$ cat src/rtl/tdm_demux_1x32.sv
// Receive-side 1-to-32 TDM demultiplexer: serial bits fill a shadow word one
// channel per accepted beat, and a completed word is published to dout as a frame.
module tdm_demux_1x32 #(
   parameter int N_CH  = 32,
   parameter int SEL_W = 5
) (
   input  logic             clk,
   input  logic             rst,
   input  logic             start,
   input  logic             abort,
   input  logic             din,
   input  logic             din_valid,
   output logic             din_ready,
   output logic [SEL_W-1:0] sel_out,
   output logic             busy,
   output logic [N_CH-1:0]  dout,
   output logic             frame_valid
);

   localparam logic [1:0] ST_IDLE    = 2'd0;
   localparam logic [1:0] ST_CAPTURE = 2'd1;
   localparam logic [1:0] ST_DONE    = 2'd2;

   localparam logic [SEL_W-1:0] LAST_CH = SEL_W'(N_CH - 1);

   logic [1:0]       state_reg, state_next;
   logic [SEL_W-1:0] ch_reg, ch_next;
   logic [N_CH-1:0]  shadow_reg;
   logic [N_CH-1:0]  dout_reg;
   logic             frame_valid_reg;
   logic             take;
   logic             clear_shadow;

   // Abort wins over a coincident beat, so the beat never lands in the shadow word.
   assign take         = (state_reg == ST_CAPTURE) & din_valid & ~abort;
   assign clear_shadow = start & ((state_reg == ST_IDLE) | (state_reg == ST_DONE));

   always_comb begin
      state_next = state_reg;
      ch_next    = ch_reg;
      case (state_reg)
         ST_IDLE: begin
            if (start) begin
               state_next = ST_CAPTURE;
               ch_next    = '0;
            end
         end
         ST_CAPTURE: begin
            if (abort) begin
               state_next = ST_IDLE;
               ch_next    = '0;
            end else if (take) begin
               if (ch_reg == LAST_CH) begin
                  state_next = ST_DONE;
                  ch_next    = '0;
               end else begin
                  ch_next = ch_reg + 1'b1;
               end
            end
         end
         ST_DONE: begin
            state_next = start ? ST_CAPTURE : ST_IDLE;
            ch_next    = '0;
         end
         default: begin
            state_next = ST_IDLE;
            ch_next    = '0;
         end
      endcase
   end

   always_ff @(posedge clk or posedge rst) begin
      if (rst) begin
         state_reg <= ST_IDLE;
         ch_reg    <= '0;
      end else begin
         state_reg <= state_next;
         ch_reg    <= ch_next;
      end
   end

   // One flop per slot; each slot only loads when the channel counter points at it.
   generate
      for (genvar gi = 0; gi < N_CH; gi++) begin : g_slot
         always_ff @(posedge clk or posedge rst) begin
            if (rst) begin
               shadow_reg[gi] <= 1'b0;
            end else if (clear_shadow) begin
               shadow_reg[gi] <= 1'b0;
            end else if (take && (ch_reg == SEL_W'(gi))) begin
               shadow_reg[gi] <= din;
            end
         end
      end
   endgenerate

   // Publishing happens on the edge that leaves DONE, so the pulse and the new
   // word appear together one cycle after the last beat's edge.
   always_ff @(posedge clk or posedge rst) begin
      if (rst) begin
         dout_reg        <= '0;
         frame_valid_reg <= 1'b0;
      end else begin
         frame_valid_reg <= (state_reg == ST_DONE);
         if (state_reg == ST_DONE) begin
            dout_reg <= shadow_reg;
         end
      end
   end

   assign din_ready   = (state_reg == ST_CAPTURE);
   assign busy        = (state_reg == ST_CAPTURE);
   assign sel_out     = busy ? ch_reg : '0;
   assign dout        = dout_reg;
   assign frame_valid = frame_valid_reg;

endmodule

$ cat config.mk
export PLATFORM = sky130hd
export DESIGN_NAME = tdm_demux_1x32
export DESIGN_NICKNAME = d
export VERILOG_FILES = /design/src/rtl/tdm_demux_1x32.sv
export SDC_FILE = /design/constraint.sdc
export NUM_CORES = 1
export LEC_CHECK = 0
export ABC_CLOCK_PERIOD_IN_PS = 2510
export CAP_MARGIN = 20
export CORE_ASPECT_RATIO = 0.6
export CORE_MARGIN = 5
export CORE_UTILIZATION = 25
export CTS_CLUSTER_DIAMETER = 50
export CTS_CLUSTER_SIZE = 12
export DETAILED_ROUTE_END_ITERATION = 8
export SYNTH_ARGS = -nofsm -noshare
export SYNTH_HDL_FRONTEND = slang
export SYNTH_SLANG_ARGS = --single-unit
export TNS_END_PERCENT = 20
$ cat constraint.sdc
create_clock -name clk -period 2.51 [get_ports clk]
set_input_delay 0.251 -clock clk [delete_from_list [all_inputs] [get_ports clk]]
set_output_delay 0.251 -clock clk [all_outputs]
set_load 0.05 [all_outputs]
## After elaboration in Yosys (flattened, before gate mapping)

Index checks and enable logic that the tools add are counted.

- Input bits: 6
- Memory bits (read-only): 0
- Memories kept: 0
- Logic and storage cells: 222
- Memory bits (writable): 0
- Register bits: 72
- Bits in latches: 0

- Eq/ne operators: 36
- Reductions and logical operators: 68
- Div/mod/pow operators: 0
- $add $sub $neg: 1
- Shift-type cells: 0
- Bitwise gates (word level): 5
- Multipliers: 0
- Order comparisons: 0
- Mux-type cells: 76

Operators by type and width:

| operator | number |
|---|---|
| 5-bit equality test (second input constant) | 16 |
| 1-bit 2-to-1 mux | 65 |
| 2-bit nonzero test | 32 |
| 5-bit by 4-bit equality test with 1-bit output (second input constant) | 8 |
| 1-bit logical AND | 32 |
| 5-bit 2-to-1 mux | 5 |
| 5-bit by 3-bit equality test with 1-bit output (second input constant) | 4 |
| 5-bit by 2-bit equality test with 1-bit output (second input constant) | 2 |
| 5-bit case mux with 2 select lines | 1 |
| 2-bit 2-to-1 mux | 4 |
| 3-bit by 2-bit inequality test with 1-bit output (second input constant) | 2 |
| 2-bit case mux with 3 select lines | 1 |
| 5-bit by 1-bit adder with 5-bit output (second input constant) | 1 |
| 5-bit by 1-bit equality test with 1-bit output (second input constant) | 1 |
| 5-bit logical NOT | 1 |
| 1-bit AND | 3 |
| 3-bit AND reduction | 1 |
| 2-bit by 1-bit equality test with 1-bit output (second input constant) | 1 |
| 2-bit equality test (second input constant) | 1 |
| 2-bit logical NOT | 1 |
| 2-bit inequality test (second input constant) | 1 |
| 2-bit AND reduction | 1 |
| 1-bit NOT | 1 |
| 1-bit OR | 1 |

## Logic depth before layout (Yosys ltp)

Gate-level depths: netlist of run 1.

- Depth in word-level cells: 6
- Mapped depth: 7
- Depth with buffers taken out: 6

## Worst setup path after synthesis of run 1

OpenSTA, ideal clock, no wires.

- Path type: flip-flop to flip-flop
- From: register ch_reg[0]
- To: register ch_reg[2]
- Required time: 2.441 ns
- Library setup time: 0.069 ns
- Arrival: 2.064 ns
- Slack: 0.377 ns
- Cell stages (with the launch flop): 8
- Cell sequence: dfrtp_1 ha_1 clkbuf_1 and3_1 ha_1 or4b_2 o211ai_1 a32o_1

- Cells in the longest elaborated chain, start to end: 5

RTL lines:

| what | line | text |
|---|---|---|
| from (decl) | 27 | `logic [SEL_W-1:0] ch_reg, ch_next;` |
| from (signal assigned) | 78 | `ch_reg <= ch_next;` |
| 5-bit by 1-bit adder with 5-bit output or 5-bit equality test (tied branches) | 57, 53 |  |
| 5-bit 2-to-1 mux * | 53 | `if (ch_reg == LAST_CH) begin` |
| 5-bit 2-to-1 mux * | 52 | `end else if (take) begin` |
| 5-bit 2-to-1 mux * | 49 | `if (abort) begin` |
| 5-bit case mux with 2 select lines * | 41 | `case (state_reg)` |

Every way passes the cells marked *; elsewhere a longest branch is shown, timed or not. The select of a mux whose other input is x is not followed.
A chain may end at the register's enable or synchronous reset.

## Worst setup path in the final report of run 1

- From: register state_reg[1]
- To: output sel_out[0]

- Cells in the longest elaborated chain, start to end: 2

RTL lines:

| what | line | text |
|---|---|---|
| from (decl) | 26 | `logic [1:0] state_reg, state_next;` |
| from (signal assigned) | 77 | `state_reg <= state_next;` |
| 2-bit by 1-bit equality test with 1-bit output | 112 | `assign busy = (state_reg == ST_CAPTURE);` |
| 5-bit 2-to-1 mux | 113 | `assign sel_out = busy ? ch_reg : '0;` |
| to (decl) | 14 | `output logic [SEL_W-1:0] sel_out,` |

Every way passes these cells.

==> results of run 1 <==
[layer usage]
metal,vias up,routed length (microns)
li1,1041,-
met1,1100,3910
met2,51,3080
met3,13,458
met4,0,115
met5,-,0
[cells in the final DEF, fill, tap and decap left out, types with 4 or more instances in the layout]
master / count
inv_1: 4
ha_1: 6
clkinv_2: 4
mux2_2: 32
clkbuf_16: 9
buf_4: 5
nand4_1: 16
nand2_1: 38
and2_1: 6
nor2b_1: 6
clkdlybuf4s50_1: 44
nand3_1: 19
mux2i_1: 31
dfrtp_1: 72
[kinds of logic after synthesis]
family / count (synthesis)
simple gates: 100
flops: 72
mux: 63
buf+inv: 28
compound gates: 8
fa+ha+maj: 6
[worst max-delay path, stage by stage, from the launching register on]
cell and delay (ns):
dfrtp_1 0.46, and2b_1 0.31, and2_1 0.16, clkdlybuf4s50_1 0.80
[area by class of cell]
cell class / instances / area (sq um)
clock buffer: 10 / 239
sequential: 72 / 1800
clock inverter: 6 / 35.0
fill: 1279 / 8660
multi-input combinational: 177 / 1340
tap: 170 / 213
timing repair buffer: 51 / 510
inverter: 5 / 18.8
[power by group]
part / internal [uW] / switching (uW) / total (uW)
combinational: 62.7 / 142 / 205
clock: 688 / 491 / 1180
sequential: 1170 / 12.7 / 1180
[synthesized netlist by cell type]
master,count
mux2_2,32
o211ai_1,2
buf_4,2
ha_1,6
nor3b_1,1
nand2_1,38
or3_1,1
and2b_1,1
and2_4,1
buf_2,6
nor4b_1,1
or4b_1,1
o21ai_0,3
and3_1,1
nand3_1,19
nand4_1,16
nor2_1,1
or4b_2,1
and3b_1,2
nand2b_1,2
nand4b_1,1
mux2i_1,31
inv_1,5
and4bb_2,1
a32o_1,1
nor2b_1,6
a21bo_2,1
clkbuf_1,15
dfrtp_1,72
and2_1,6
o22ai_1,1
[through the flow]
stage                     hold WS (ns)  setup WS [ns]  instance area, sq um  std cells  total power, uW
final                            0.183          0.202                  4150        491             2570
after global routing             0.214          0.145                  4150        491             2690
after CTS                        0.184         0.0688                  4150        491             2610
after detailed placement         0.494          0.305                  3880        475             1410
after global placement           0.491          0.348                  3880        475             1400
after floorplan                  0.396          0.377                  3260        277             1340
[path summary, 6_finish.rpt]
check	end	slack [ns]
min in group clk	dout[5]	0.51
setup reg to reg	ch_reg[2]	0.28
setup / recovery	sel_out[0]	0.20
hold reg to reg	dout[5]	0.51
max in group asynchronous	dout[14]	1.71
hold / removal	frame_valid	0.18
==> impl_results.md, run 1 <==
* Status: complete, no violations
* Setup Buffers After CTS at 0
* Post-CTS Hold Fix Bufs at 0
* Share of layout cells above drive strength 1 at 18.4%
* Final Max Tran Viols at 0
* CTS tree: yes
* Post-DP HPWL at ~5.3 mm
* Simple-gate area share of the yosys netlist at 16.4%
* GR peak layer: met1
* CORE AREA at about 13,000 sq um
* Drt total wl at 7.57 mm
* Post-Syn Nets at about 290
* Worst vdd rail ir drop at ~320 uV
* Pin count of the biggest net entering global routing at 61
* CTS root buf: clkbuf_16
* Clock latency on the worst-skew pair at 0.34 ns
* Avg WL per Cell at between 15 and 20 microns
* Row cnt at 32
* Global Route Usage Sum at a little over a tenth
* IO Port Bufs at 45
* Netlist cell types at 31
* Number of nets in the layout at between 300 and 400
* HP Class: input port to asynchronous set/reset pin
* Hold Vio Cnt, Final at 0
* Syn Area/Cell at 11.8 sq um
* Max-cap violations at 0
* Adder-Cell Fraction of Synth Area at approximately 2.3%
* Setup TNS at 0 ns
* Relative slew margins at around three fifths
* Clock buffer depth at 2
* Leak at ~0.0021 uW
* Compound-Gate Fraction of Synth Area at between 1.5 and 2%
* Unrepaired setup endpoints after global routing: no
* Vias in the first global route at 2,247
* Syn Inst Count at approximately 280
* Worst R2R Start: ch_reg[0]
* Synth area leaders: dfrtp_1 55%, mux2_2 11%, mux2i_1 9.5%
* Clock Skew at between 0.003 and 0.004 ns
* Initial core utilization at ~25%
* Num CTS Buffers at 9
* Crit Path Class: flip-flop to primary output
* CTS clk-pin slew, worst paths at roughly 0.060 ns
* Final worst path period share at between 90 and 100%
* Main combinational cell family by area after synthesis: multiplexers
* H-tree levels at 3
* Met2 GRT Util at a little over an eighth
* Final setup violation count at 0
* Register area share after synthesis at a little under three fifths
* Via count at 2,205
* Clk sink count at approximately 70
* Met1 usage at 16.0%
* # diodes at 0
* Pre-antenna DRT Iters at 4
* GRT overflow at 0
* Critical path required time at 2.26 ns
* Placer Congestion at slightly below 0.8
* R2r worst-path depth at 6
* Synth warn at 0
* Die Span X at roughly 160 microns
* Initial antenna violation count at 0
* WP data arrival at between 2 and 2.5 ns
* Post-synth top area share at about 55%
* Synth Area in XOR/XNOR at 0%
* First-pass GRT wire length at between 10 and 15 mm
* Post-synthesis mux area share at approximately a fifth
* Post-CTS Resized at 0
* Post-synthesis register bit count at 72
* Core Util, Final at between 30% and 40%
* DRC viols at 0
* Least-Margin Pin Slew at ~0.62 ns
* Die extent in y at 98.4 microns
* Leading area contributor after synthesis: dfrtp_1
* Die area at around 15,000 sq um
* CP Capture Type: primary output
* Synth Cell Area at ~3300 sq um
* Startpoint types: flip-flop
* Crit path from: state_reg[1]
* Iter 0 DRT Violations at 80
* Syn-to-layout area delta at 27.5%
* Power Dens Cells at 618 nW/um^2
* Max Fanout on Critical Path at 9
* Avg Vias per Cell at between 4 and 5
* GR met3 Demand/Resource at under 10%
* Post-route ant nets at 0
* Tmin final at approximately 2.3 ns
* IO Count at 46
* FMAX at around 0.43 GHz
(Power assumes the default switching activity.)
==> inputs of run 2 (changes only) <==
--- a/config.mk
+++ b/config.mk
@@ -5,8 +5,8 @@
 export SDC_FILE = /design/constraint.sdc
 export NUM_CORES = 1
 export LEC_CHECK = 0
-export ABC_CLOCK_PERIOD_IN_PS = 2510
-export CAP_MARGIN = 20
+export ABC_CLOCK_PERIOD_IN_PS = 2820
+export CAP_MARGIN = 10
 export CORE_ASPECT_RATIO = 0.6
 export CORE_MARGIN = 5
 export CORE_UTILIZATION = 25
==> constraint.sdc (replaced) <==
create_clock -name clk -period 2.82 [get_ports clk]
set_input_delay 0.282 -clock clk [delete_from_list [all_inputs] [get_ports clk]]
set_output_delay 0.282 -clock clk [all_outputs]
set_load 0.05 [all_outputs]
==> impl_results.md, run 2 (synthesized netlist as in run 1, its figures left out) <==
* Status: complete, no violations
* GR peak layer: met1
* First-pass GRT wire length at 12.3 mm
* Commonest cells after routing, fill and taps aside: 72 x dfrtp_1, 45 x clkdlybuf4s50_1, 38 x nand2_1
* Setup Buffers After CTS at 0
* CTS root buf: clkbuf_16
* Placer Congestion at around 0.77
* Clk sink count at a little over 70
* Post-CTS Hold Fix Bufs at 0
* Pre-CTS setup slack at roughly 0.46 ns
* Most common library cell in the layout ignoring fill and taps: dfrtp_1
* Iter 0 DRT Violations at 200
* CP Cell Sequence: and3b_1 -> clkdlybuf4s50_1
* Post-DP HPWL at about 5 mm
* Drt total wl at around 7.3 mm
* Multi-input logic area at 1340 sq um
* FMAX at roughly 0.4 GHz
* Slowest cell on crit path: clkdlybuf4s50_1
* Clock Power Share at 45.3%
* Initial core utilization at between 20 and 30%
* Crit Path Class: flip-flop to primary output
* Via count at ~2,200
* CTS clk-pin slew, worst paths at 0.05 ns
* Pin count of the biggest net entering global routing at 73
* P_sw at roughly 540 uW
* Core Util, Final at 32.3%
* Final Max Tran Viols at 0
* Die extent in y at 98.4 microns
* Avg WL per Cell at about 15 microns
* Leak at around 0.002 uW
* GRT overflow at 0
* Post-route ant nets at 0
* Register area at between 1500 and 2000 sq um
* Comb pwr share at between 7 and 8%
* Global Route Usage Sum at 10.3%
* Int Pwr at about 1700 uW
* GR met3 Demand/Resource at under 10%
* CORE AREA at about 13,000 sq um
* Crit-path max cell delay at 0.84 ns
* Switching power share of the total at approximately a quarter
* Unrepaired setup endpoints after global routing: no
* Post-CTS Resized at 0
* Met2 GRT Util at 13.3%
* Critical path required time at around 2.5 ns
* Inst Count DP at 474
* Max Fanout on Critical Path at 17
* Die Span X at between 150 and 200 microns
* Final worst path period share at just under 90%
* Fillers at 1,323
* Layout Cells excl Fill at approximately 500
* Number of nets in the layout at 327
* IO Count at 46
* Vias in the first global route at ~2,200
* Final Worst Setup Slack at approximately 0.37 ns
* # diodes at 0
* IO Port Bufs at 45
* Row cnt at 32
* Setup TNS at 0 ns
* Startpoint types: flip-flop
* CTS tree: yes
* Met1 usage at 15.8%
* Final Total Pwr at around 2200 uW
* DRC viols at 0
* Final setup violation count at 0
* Worst vdd rail ir drop at 253 uV
* Max-cap violations at 0
* HP Class: input port to asynchronous set/reset pin
* Relative slew margins at 42.9%
* Least-Margin Pin Slew at 0.844 ns
* CP Capture Type: primary output
* H-tree levels at 3
* Tmin final at about 2.4 ns
* Clock latency on the worst-skew pair at around 0.33 ns
* Hold Vio Cnt, Final at 0
* Clock Skew at between 0.004 and 0.005 ns
* Num CTS Buffers at 9
* Initial antenna violation count at 0
* Clock buffer depth at 2
* Avg Vias per Cell at around 4.4
* WP data arrival at about 2.2 ns
* Pre-antenna DRT Iters at 4
* Syn-to-layout area delta at 27.0%
* Share of layout cells above drive strength 1 at 17.2%
* Share of total power in sequential cells at 46.8%
* Die area at about 15,000 sq um
* Power Dens Cells at between 500 and 600 nW/um^2
## run 2: per-stage QoR
| stage | instance area, sq um | hold WS, ns |
|---|---|---|
| after floorplan | 3260 | 0.427 |
| after global placement | 3870 | 0.492 |
| after detailed placement | 3870 | 0.493 |
| after CTS | 4140 | 0.376 |
| after global routing | 4140 | 0.400 |
| final | 4140 | 0.335 |
## run 2: power by group through the flow
| stage | Combinational, uW | Clock [uW] | Sequential, uW |
|---|---|---|---|
| 3_3_place_gp | 177 | 0 | 1070 |
| 6_report | 177 | 1020 | 1050 |
| 2_1_floorplan | 128 | 0 | 1070 |
| 4_1_cts | 180 | 1060 | 1050 |
| 3_5_place_dp | 179 | 0 | 1070 |
| 5_1_grt | 198 | 1120 | 1050 |
## run 2: path summary, 6_finish.rpt
| kind | from | to | slack (ns) | cells after the start |
|---|---|---|---|---|
| min | rst | dout[7] | 0.34 | 3 |
| max reg2reg | ch_reg[0] | ch_reg[3] | 0.43 | 6 |
| max | ch_reg[4] | sel_out[4] | 0.37 | 2 |
| min in group clk | shadow_reg[22] | dout[22] | 0.51 | 1 |
| min reg2reg | shadow_reg[22] | dout[22] | 0.51 | 1 |
| max in group asynchronous | rst | shadow_reg[23] | 2.13 | 3 |
## run 2: per-layer routing
layer,vias to the layer above,part of all wire (%)
li1,1043,-
met1,1082,52
met2,44,42
met3,5,5.5
met4,0,0.49
met5,-,0
## run 2: area by class of cell
type / instances / area share, %
Sequential cell: 72 / 43.6
Multi-Input combinational cell: 177 / 32.3
Timing Repair Buffer: 50 / 12.1
Clock buffer: 13 / 6.05
Tap cell: 170 / 5.14
Inverter: 5 / 0.454
Clock inverter: 3 / 0.423
## run 2: critical path: cells and delay by family, from the launching register on
family / cells / cell delay, ns
buf+inv: 1 / 0.84
flops: 1 / 0.65
simple gates: 1 / 0.35
==> inputs of run 3 (changes only) <==
--- a/config.mk
+++ b/config.mk
@@ -7,12 +7,15 @@
 export LEC_CHECK = 0
 export ABC_CLOCK_PERIOD_IN_PS = 2820
 export CAP_MARGIN = 10
+export CELL_PAD_IN_SITES_DETAIL_PLACEMENT = 1
+export CELL_PAD_IN_SITES_GLOBAL_PLACEMENT = 1
 export CORE_ASPECT_RATIO = 0.6
 export CORE_MARGIN = 5
 export CORE_UTILIZATION = 25
 export CTS_CLUSTER_DIAMETER = 50
 export CTS_CLUSTER_SIZE = 12
 export DETAILED_ROUTE_END_ITERATION = 8
+export PLACE_DENSITY_LB_ADDON = 0.1
 export SYNTH_ARGS = -nofsm -noshare
 export SYNTH_HDL_FRONTEND = slang
 export SYNTH_SLANG_ARGS = --single-unit
==> constraint.sdc (replaced) <==
create_clock -name clk -period 2.82 [get_ports clk]
set_input_delay 0.564 -clock clk [delete_from_list [all_inputs] [get_ports clk]]
set_output_delay 0.564 -clock clk [all_outputs]
set_load 0.05 [all_outputs]
==> impl_results.md, run 3 (synthesized netlist as in run 1, its figures left out) <==
* Die Span X at between 150 and 200 microns
* Pin count of the biggest net entering global routing at 36
* Max-cap violations at 0
* Hold Vio Cnt, Final at 0
* Via count at 2,258
* Setup TNS at 0 ns
* Clk sink count at 72
* R2r worst-path depth at 6
* Placer Congestion at 0.741
* Global Route Usage Sum at 11.6%
* CTS root buf: clkbuf_16
* Hold Path Sink: dout[25]
* Setup Buffers After CTS at 0
* Relative slew margins at 47.5%
* Commonest cells after routing, fill and taps aside: 72 x dfrtp_1, 45 x clkdlybuf4s50_1, 38 x nand2_1
* Most common library cell in the layout ignoring fill and taps: dfrtp_1
* Post-CTS Resized at 0
* H-tree levels at 3
* Dpl cell area at 3910 sq um
* R2R setup slack at just under 0.7 ns
* HP Class: flip-flop to flip-flop
* First-pass GRT wire length at about 14 mm
* # diodes at 0
* Startpoint types: flip-flop
* IO Count at 46
* Drt total wl at between 8 and 9 mm
* Post-route ant nets at 0
* RR Endpoint: ch_reg[2]
* Worst vdd rail ir drop at approximately 270 uV
* Clock buffer depth at 2
* CP Capture Type: primary output
* Pre-antenna DRT Iters at 4
* Tmin final at about 2.7 ns
* Least-Margin Pin Slew at around 0.79 ns
* Syn-to-layout area delta at 29.2%
* Register area at 1800 sq um
* WP data arrival at roughly 2.1 ns
* Initial antenna violation count at 0
* Hold_sp: dout[25]
* Leak at 0.00206 uW
* Max Fanout on Critical Path at 9
* Fillers at 1,399
* Worst R2R Start: ch_reg[0]
* Iter 0 DRT Violations at 100
* Share of layout cells above drive strength 1 at between 10% and 20%
* Post-CTS Hold Fix Bufs at 0
* DRC viols at 0
* Clock latency on the worst-skew pair at 0.33 ns
* Num CTS Buffers at 9
* Final worst path period share at a little over nine tenths
* Die extent in y at about 98 microns
* Number of nets in the layout at roughly 330
* CTS clk-pin slew, worst paths at approximately 0.060 ns
* Initial core utilization at 25.4%
* FMAX at roughly 0.37 GHz
* GRT overflow at 0
* Final Max Tran Viols at 0
* CTS tree: yes
* CORE AREA at 12,800 sq um
* Unrepaired setup endpoints after global routing: no
* Post-DP HPWL at 5.81 mm
* Crit Path Class: flip-flop to primary output
* Final setup violation count at 0
* Power Dens Cells at 573 nW/um^2
* Row cnt at 32
* Status: complete, no violations
* Vias in the first global route at 2,387
* Avg WL per Cell at around 17 microns
* Multi-input logic area at around 1300 sq um
* Post-route cell area at about 4200 sq um
* Clock Skew at 0.00500 ns
* WHS Path Cells at 1
* Critical path required time at ~2.3 ns
* IO Port Bufs at 45
* Die area at roughly 15,000 sq um
* Avg Vias per Cell at 4.56
## run 3: where the power goes
| part | internal [uW] | switching (uW) |
|---|---|---|
| registers | 1040 | 12.1 |
| clock network | 734 | 427 |
| logic | 58.4 | 136 |
## run 3: area by class of cell
type | instances | share of cell area, %
tap | 170 | 5.06
clock inverter | 2 | 0.892
multi-input combinational | 177 | 31.7
timing repair buffer | 55 | 12.8
inverter | 5 | 0.446
clock buffer | 14 | 6.27
sequential | 72 | 42.8
## run 3: per-layer routing
| metal | global-route usage (%) | vias up | share of wire [%] |
|---|---|---|---|
| li1 | - | 1048 | - |
| met5 | 0 | - | 0 |
| met4 | 3.57 | 0 | 1.3 |
| met2 | 16.2 | 38 | 43 |
| met3 | 3.60 | 11 | 4.3 |
| met1 | 17.1 | 1161 | 52 |
## run 3: worst max path at each step
stage	end	depth (start not counted)	from	slack, ns
floorplan	ch_reg[0]	1	rst	0.43
global placement	sel_out[3]	3	state_reg[1]	0.53
detailed placement	shadow_reg[27]	4	abort	0.49
CTS	sel_out[3]	3	state_reg[1]	0.13
global route	sel_out[3]	3	state_reg[1]	0.03
finish	sel_out[3]	3	state_reg[1]	0.13
## run 3: metrics by stage
step / util [%] / instances / worst slack [ns] / power [uW] / hold slack (ns)
after floorplan: - / 277 / 0.431 / 1200 / 0.481
after global placement: 30.5 / 479 / 0.526 / 1270 / 0.487
after detailed placement: 30.5 / 479 / 0.494 / 1270 / 0.493
after CTS: 32.8 / 495 / 0.130 / 2460 / 0.506
after global routing: 32.8 / 495 / 0.0333 / 2510 / 0.519
final: 32.8 / 495 / 0.134 / 2410 / 0.501
## run 3: worst max-delay path: stages, from the launching register on
cell and delay (ns):
dfrtp_1 0.50, and2b_1 0.34, and2_1 0.15, clkdlybuf4s50_1 0.79
